**config.mk**
```make
export PLATFORM = sky130hd
export DESIGN_NAME = multicycle_controller
export DESIGN_NICKNAME = d
export VERILOG_FILES = /design/src/rtl/riscv_pkg.sv /design/src/rtl/multicycle_controller_alu_decoder.sv /design/src/rtl/multicycle_controller.sv
export SDC_FILE = /design/constraint.sdc
export NUM_CORES = 1
export LEC_CHECK = 0
export CAP_MARGIN = 5
export CORE_UTILIZATION = 35
export DETAILED_ROUTE_END_ITERATION = 16
export PLACE_DENSITY = 0.72
export SLEW_MARGIN = 20
export SYNTH_ARGS = -nofsm -noshare
export SYNTH_HDL_FRONTEND = slang
export SYNTH_SLANG_ARGS = --single-unit
```
**constraint.sdc**
```tcl
create_clock -name clk -period 1.36 [get_ports clk]
set_input_delay 0.204 -clock clk [delete_from_list [all_inputs] [get_ports clk]]
set_output_delay 0.204 -clock clk [all_outputs]
set_load 0.01 [all_outputs]
```
**src/rtl/riscv_pkg.sv**
```systemverilog
// ============================================================================
// Module   : riscv_pkg
// Purpose  : Shared opcodes, FSM encoding and datapath select codes for the
//            multicycle RV32I controller.
// Revision : 1.0 - initial release
// ============================================================================
`default_nettype none

package riscv_pkg;

    localparam logic [6:0] OP_LOAD   = 7'b0000011;
    localparam logic [6:0] OP_STORE  = 7'b0100011;
    localparam logic [6:0] OP_RTYPE  = 7'b0110011;
    localparam logic [6:0] OP_ITYPE  = 7'b0010011;
    localparam logic [6:0] OP_BRANCH = 7'b1100011;
    localparam logic [6:0] OP_JAL    = 7'b1101111;

    localparam logic [3:0] S_FETCH    = 4'd0;
    localparam logic [3:0] S_DECODE   = 4'd1;
    localparam logic [3:0] S_MEMADR   = 4'd2;
    localparam logic [3:0] S_MEMREAD  = 4'd3;
    localparam logic [3:0] S_MEMWB    = 4'd4;
    localparam logic [3:0] S_MEMWRITE = 4'd5;
    localparam logic [3:0] S_EXECR    = 4'd6;
    localparam logic [3:0] S_EXECI    = 4'd7;
    localparam logic [3:0] S_ALUWB    = 4'd8;
    localparam logic [3:0] S_BEQ      = 4'd9;
    localparam logic [3:0] S_JAL      = 4'd10;
    localparam logic [3:0] S_HALT     = 4'd11;

    localparam logic [2:0] ALU_ADD = 3'b000;
    localparam logic [2:0] ALU_SUB = 3'b001;
    localparam logic [2:0] ALU_AND = 3'b010;
    localparam logic [2:0] ALU_OR  = 3'b011;
    localparam logic [2:0] ALU_SLT = 3'b101;

    localparam logic [1:0] ALUOP_ADD   = 2'b00;
    localparam logic [1:0] ALUOP_SUB   = 2'b01;
    localparam logic [1:0] ALUOP_FUNCT = 2'b10;

    localparam logic [2:0] IMM_I = 3'b000;
    localparam logic [2:0] IMM_S = 3'b001;
    localparam logic [2:0] IMM_B = 3'b010;
    localparam logic [2:0] IMM_J = 3'b011;

    localparam logic [1:0] RES_ALUOUT = 2'b00;
    localparam logic [1:0] RES_DATA   = 2'b01;
    localparam logic [1:0] RES_ALURES = 2'b10;

    localparam logic [1:0] SRCA_PC    = 2'b00;
    localparam logic [1:0] SRCA_OLDPC = 2'b01;
    localparam logic [1:0] SRCA_RD1   = 2'b10;

    localparam logic [1:0] SRCB_RD2  = 2'b00;
    localparam logic [1:0] SRCB_IMM  = 2'b01;
    localparam logic [1:0] SRCB_FOUR = 2'b10;

    // Opcodes without an immediate (R-type, unsupported) fall back to I format.
    function automatic logic [2:0] imm_src_of(input logic [6:0] op);
        case (op)
            OP_STORE:  return IMM_S;
            OP_BRANCH: return IMM_B;
            OP_JAL:    return IMM_J;
            default:   return IMM_I;
        endcase
    endfunction

endpackage

`default_nettype wire

```
**src/rtl/multicycle_controller_alu_decoder.sv**
```systemverilog
// ============================================================================
// Module   : alu_decoder
// Purpose  : Maps the controller's ALU operation class and instruction fields
//            onto the ALU control code.
// Revision : 1.0 - initial release
// ============================================================================
`default_nettype none

module alu_decoder
    import riscv_pkg::*;
(
    input  logic [1:0] alu_op,
    input  logic [2:0] funct3,
    input  logic       funct7_5,
    input  logic       op_5,
    output logic [2:0] alu_control
);

    always_comb begin
        alu_control = ALU_ADD;
        case (alu_op)
            ALUOP_SUB: alu_control = ALU_SUB;
            ALUOP_FUNCT: begin
                case (funct3)
                    // Only R-type (op[5]=1) may subtract; addi ignores instr[30].
                    3'b000:  alu_control = (op_5 & funct7_5) ? ALU_SUB : ALU_ADD;
                    3'b010:  alu_control = ALU_SLT;
                    3'b110:  alu_control = ALU_OR;
                    3'b111:  alu_control = ALU_AND;
                    default: alu_control = ALU_ADD;
                endcase
            end
            default: alu_control = ALU_ADD;
        endcase
    end

endmodule

`default_nettype wire

```
**src/rtl/multicycle_controller.sv**
```systemverilog
// ============================================================================
// Module   : multicycle_controller
// Purpose  : Moore sequencing FSM for the multicycle RV32I core. Define
//            MC_ILLEGAL_TRAP_EN to halt on unsupported opcodes.
// Revision : 1.0 - initial release
// ============================================================================
`default_nettype none

module multicycle_controller
    import riscv_pkg::*;
#(
    parameter logic [3:0] RESET_STATE = 4'd0
) (
    input  logic       clk,
    input  logic       rst,
    input  logic [6:0] op,
    input  logic [2:0] funct3,
    input  logic       funct7_5,
    input  logic       zero,
    input  logic       mem_ready,
    output logic       mem_req,
    output logic       adr_src,
    output logic       ir_write,
    output logic       pc_write,
    output logic       mem_write,
    output logic       reg_write,
    output logic [1:0] result_src,
    output logic [1:0] alu_src_a,
    output logic [1:0] alu_src_b,
    output logic [2:0] alu_control,
    output logic [2:0] imm_src,
    output logic       instr_done,
    output logic       illegal
);

    logic [3:0] state_q;
    logic [3:0] state_d;
    logic [1:0] alu_op;

    always_ff @(posedge clk or posedge rst) begin
        if (rst) begin
            state_q <= RESET_STATE;
        end else begin
            state_q <= state_d;
        end
    end

    always_comb begin
        state_d    = state_q;
        mem_req    = 1'b0;
        adr_src    = 1'b0;
        ir_write   = 1'b0;
        pc_write   = 1'b0;
        mem_write  = 1'b0;
        reg_write  = 1'b0;
        result_src = RES_ALUOUT;
        alu_src_a  = SRCA_PC;
        alu_src_b  = SRCB_RD2;
        alu_op     = ALUOP_ADD;
        instr_done = 1'b0;
        illegal    = 1'b0;
        case (state_q)
            S_FETCH: begin
                mem_req   = 1'b1;
                alu_src_b = SRCB_FOUR;
                if (mem_ready) begin
                    ir_write   = 1'b1;
                    pc_write   = 1'b1;
                    result_src = RES_ALURES;
                    state_d    = S_DECODE;
                end
            end
            S_DECODE: begin
                // Branch/jump target is precomputed here into alu_out.
                alu_src_a = SRCA_OLDPC;
                alu_src_b = SRCB_IMM;
                case (op)
                    OP_LOAD, OP_STORE: state_d = S_MEMADR;
                    OP_RTYPE:          state_d = S_EXECR;
                    OP_ITYPE:          state_d = S_EXECI;
                    OP_BRANCH:         state_d = S_BEQ;
                    OP_JAL:            state_d = S_JAL;
                    default: begin
`ifdef MC_ILLEGAL_TRAP_EN
                        state_d = S_HALT;
`else
                        instr_done = 1'b1;
                        state_d    = S_FETCH;
`endif
                    end
                endcase
            end
            S_MEMADR: begin
                alu_src_a = SRCA_RD1;
                alu_src_b = SRCB_IMM;
                state_d   = op[5] ? S_MEMWRITE : S_MEMREAD;
            end
            S_MEMREAD: begin
                mem_req = 1'b1;
                adr_src = 1'b1;
                if (mem_ready) begin
                    state_d = S_MEMWB;
                end
            end
            S_MEMWB: begin
                result_src = RES_DATA;
                reg_write  = 1'b1;
                instr_done = 1'b1;
                state_d    = S_FETCH;
            end
            S_MEMWRITE: begin
                mem_req   = 1'b1;
                adr_src   = 1'b1;
                mem_write = 1'b1;
                if (mem_ready) begin
                    instr_done = 1'b1;
                    state_d    = S_FETCH;
                end
            end
            S_EXECR: begin
                alu_src_a = SRCA_RD1;
                alu_src_b = SRCB_RD2;
                alu_op    = ALUOP_FUNCT;
                state_d   = S_ALUWB;
            end
            S_EXECI: begin
                alu_src_a = SRCA_RD1;
                alu_src_b = SRCB_IMM;
                alu_op    = ALUOP_FUNCT;
                state_d   = S_ALUWB;
            end
            S_ALUWB: begin
                result_src = RES_ALUOUT;
                reg_write  = 1'b1;
                instr_done = 1'b1;
                state_d    = S_FETCH;
            end
            S_BEQ: begin
                alu_src_a  = SRCA_RD1;
                alu_src_b  = SRCB_RD2;
                alu_op     = ALUOP_SUB;
                result_src = RES_ALUOUT;
                pc_write   = zero;
                instr_done = 1'b1;
                state_d    = S_FETCH;
            end
            S_JAL: begin
                // pc takes the DECODE target while the ALU forms old_pc+4 for rd.
                alu_src_a  = SRCA_OLDPC;
                alu_src_b  = SRCB_FOUR;
                result_src = RES_ALUOUT;
                pc_write   = 1'b1;
                state_d    = S_ALUWB;
            end
`ifdef MC_ILLEGAL_TRAP_EN
            S_HALT: begin
                illegal = 1'b1;
                state_d = S_HALT;
            end
`endif
            default: state_d = RESET_STATE;
        endcase
    end

    assign imm_src = imm_src_of(op);

    alu_decoder u_alu_decoder (
        .alu_op      (alu_op),
        .funct3      (funct3),
        .funct7_5    (funct7_5),
        .op_5        (op[5]),
        .alu_control (alu_control)
    );

endmodule

`default_nettype wire

```
==> results.yml <==
pwr:
  p_per_area_nw_per_um2: 480.5
  p_total_uw: 769.0
  leakage_nw: 0.7350
  irDropWorstVdd_uv: 575.6
drt:
  detail_route.vias_per_cell: 5.591
  first_iter_violations: 20
  ant_nets: 0
  vias: 1107
  drcViolationCount: 0
  routed_wl_um: 3531
  wl_per_cell_um: 17.83
  first_pass_iters: 4
setup_path:
  end_kind: "output pin"
  critPathMaxStageDelay_ps: 420
  path_cells: "buf_6 -> inv_1 -> nand3_4 -> inv_2 -> ha_4 -> nor3b_2 -> buf_2"
  cp.arrival_ps: 1680
  r2r_cells: 6
  crit_slowest_cell: "dfrtp_2"
  cp-start-kind: "flop"
  worstPathRequired_ps: 1160
  cp_max_fo: 3
  critPathKind: "flop to output pin"
sta:
  hold_viol_final: 0
  slew_violations: 0
  fin_crit_sh: 1.385
  fmax_ghz: 0.5309
  finalSetupTns_ps: -6059
  setup_violations: 19
  timing.final.ws_setup_ps: -523.7
  rsz0062_at_grt: "yes"
  clock_skew_ps: 17.29
  min_period_ps: 1884
final_layout:
  multi_input_area_um2: 743.2
  final_common_cell: "buf_4"
  largest_register_ffs: 4
  regMostFlops: "state_q"
  fillers: 73
  final_nets: 191
  regArea_um2: 103.9
  layout_common_cells: "26 x buf_4, 23 x buf_6, 13 x buf_2, 7 x clkdlybuf4s50_1"
  reg_top3: "state_q x4"
  antenna_cells: 0
  drive_gt1_frac: 0.6590
  syn_to_final_growth_pct: 132.5
yosys:
  synth_ff_type: "dfrtp_1"
  async_reset_ff_frac: 1.000
  synth.avg_cell_area_um2: 6.951
  synth_seq_area_share: 0.1455
  yosys_warnings: 0
  synth-edff-count: 0
  synthesis.area_um2: 688.2
  ys_ff_latch: 4
  syn_inst: 99
  synthDistinctLibCells: 38
placement:
  hpwl_um: 1731
  placement.io_buffers: 32
  gp_congestion: 0.8681
  dp_slack_ps: -760.8
global_routing:
  grt_pass1_wl_um: 4712
  grt_usage: 0.3173
  grt_pass1_vias: 1029
  grt_max_degree: 9
  grt_overflow_total: 0
  antenna_found_initial: 0
floorplanning:
  dieWidth_um: 46.34
  row_count: 15
  dieArea_um2: 2147
  start_util: 0.3860
  core_um2: 1783
  die_y_um: 46.34
  io_pins: 35
clock_tree:
  cts_tree: "done"
  clk_latency_ps: 260
  clockRootBuffer: "clkbuf_4"
  htree_levels: 1
  cts_buffer_depth: 2
  clk_pin_slew_worst_paths_ps: 60
  clock-sinks: 4
  cts_buffers: 3
hold_path:
  hp-class: "input pin to async pin"
status:
  status: "finished, violations left"
  failed_checks: "negative setup slack"
flow_run:
  drv_cap: 0
-- power by group --
group	switching [mW]	total, mW	internal, mW
sequential	0.00640	0.131	0.125
clock	0.0693	0.181	0.111
combinational	0.206	0.457	0.251
-- routing by layer --
metal / global-route usage / wire length (um) / vias up
met5: 0 / 0 / -
met1: 0.3035 / 1274 / 538
met2: 0.6250 / 1927 / 60
li1: - / - / 495
met4: 0.1588 / 135 / 0
met3: 0.05490 / 194 / 14
-- what timing repair did --
| action | CTS | global route |
|---|---|---|
| gates resized for setup | 117 | 39 |
| hold buffers | 0 | 0 |
| endpoints found under the setup margin | 19 | 22 |
| setup buffers | 15 | 7 |
| pin swaps | 15 | 20 |
-- layout make-up --
class / count / area share
Multi-Input combinational cell: 81 / 0.4644
Timing Repair Buffer: 78 / 0.4191
Sequential cell: 4 / 0.06489
Tap cell: 25 / 0.01955
Clock buffer: 4 / 0.01642
Inverter: 6 / 0.01564
-- critical path: cells and delay by family, from the launching register on --
| family | cells | cell delay (ps) |
|---|---|---|
| adders and majority gates | 1 | 210 |
| and+or+nand+nor | 2 | 280 |
| DFF | 1 | 420 |
| buffers and inverters | 4 | 510 |
-- per-stage QoR --
stage | utilization | hold slack (ps) | instance area, um2 | std cells
2_1_floorplan | - | -29.99 | 748.2 | 100
3_5_place_dp | 0.6982 | 401.0 | 1245 | 176
3_3_place_gp | 0.6982 | 387.8 | 1245 | 176
5_1_grt | 0.8975 | 156.8 | 1600 | 198
4_1_cts | 0.8274 | 134.0 | 1475 | 194
6_report | 0.8975 | 140.3 | 1600 | 198
-- cell usage after synthesis, drive strengths merged (3+ instances only) --
library cell,instances,area [um2]
buf,8,52.55
o21ai,4,20.01
nand2,10,37.54
nor2b,6,45.04
nor3b,3,22.52
and3,4,25.02
nand2b,3,18.77
dfrtp,4,100.1
inv,6,22.52
nor3,4,20.02
nor2,8,30.03
a21oi,5,25.02
-- final timing paths --
kind / from / slack (ps) / to
worst max-delay path: state_q[1] / -520 / alu_control[1]
worst min-delay path: rst / 140 / state_q[0]
max in group asynchronous: rst / 1020 / state_q[3]
min in group clk: op[3] / 440 / state_q[0]
worst max register to register: state_q[3] / -130 / state_q[0]
worst min register to register: state_q[2] / 700 / state_q[1]
-- cell families (layout without fill, tap and decap cells) --
logic type,count (synthesis),in the layout,synth area share
AND/OR/NAND/NOR,52,52,0.4436
AO/OA/AOI/OAI,22,22,0.2163
buffers and inverters,15,88,0.1145
flip-flops,4,4,0.1455
XOR/XNOR,3,3,0.03819
adder cells (fa/ha/maj),2,2,0.03636
other,1,2,0.005449
Note: power is estimated with default switching activity, not from simulation.
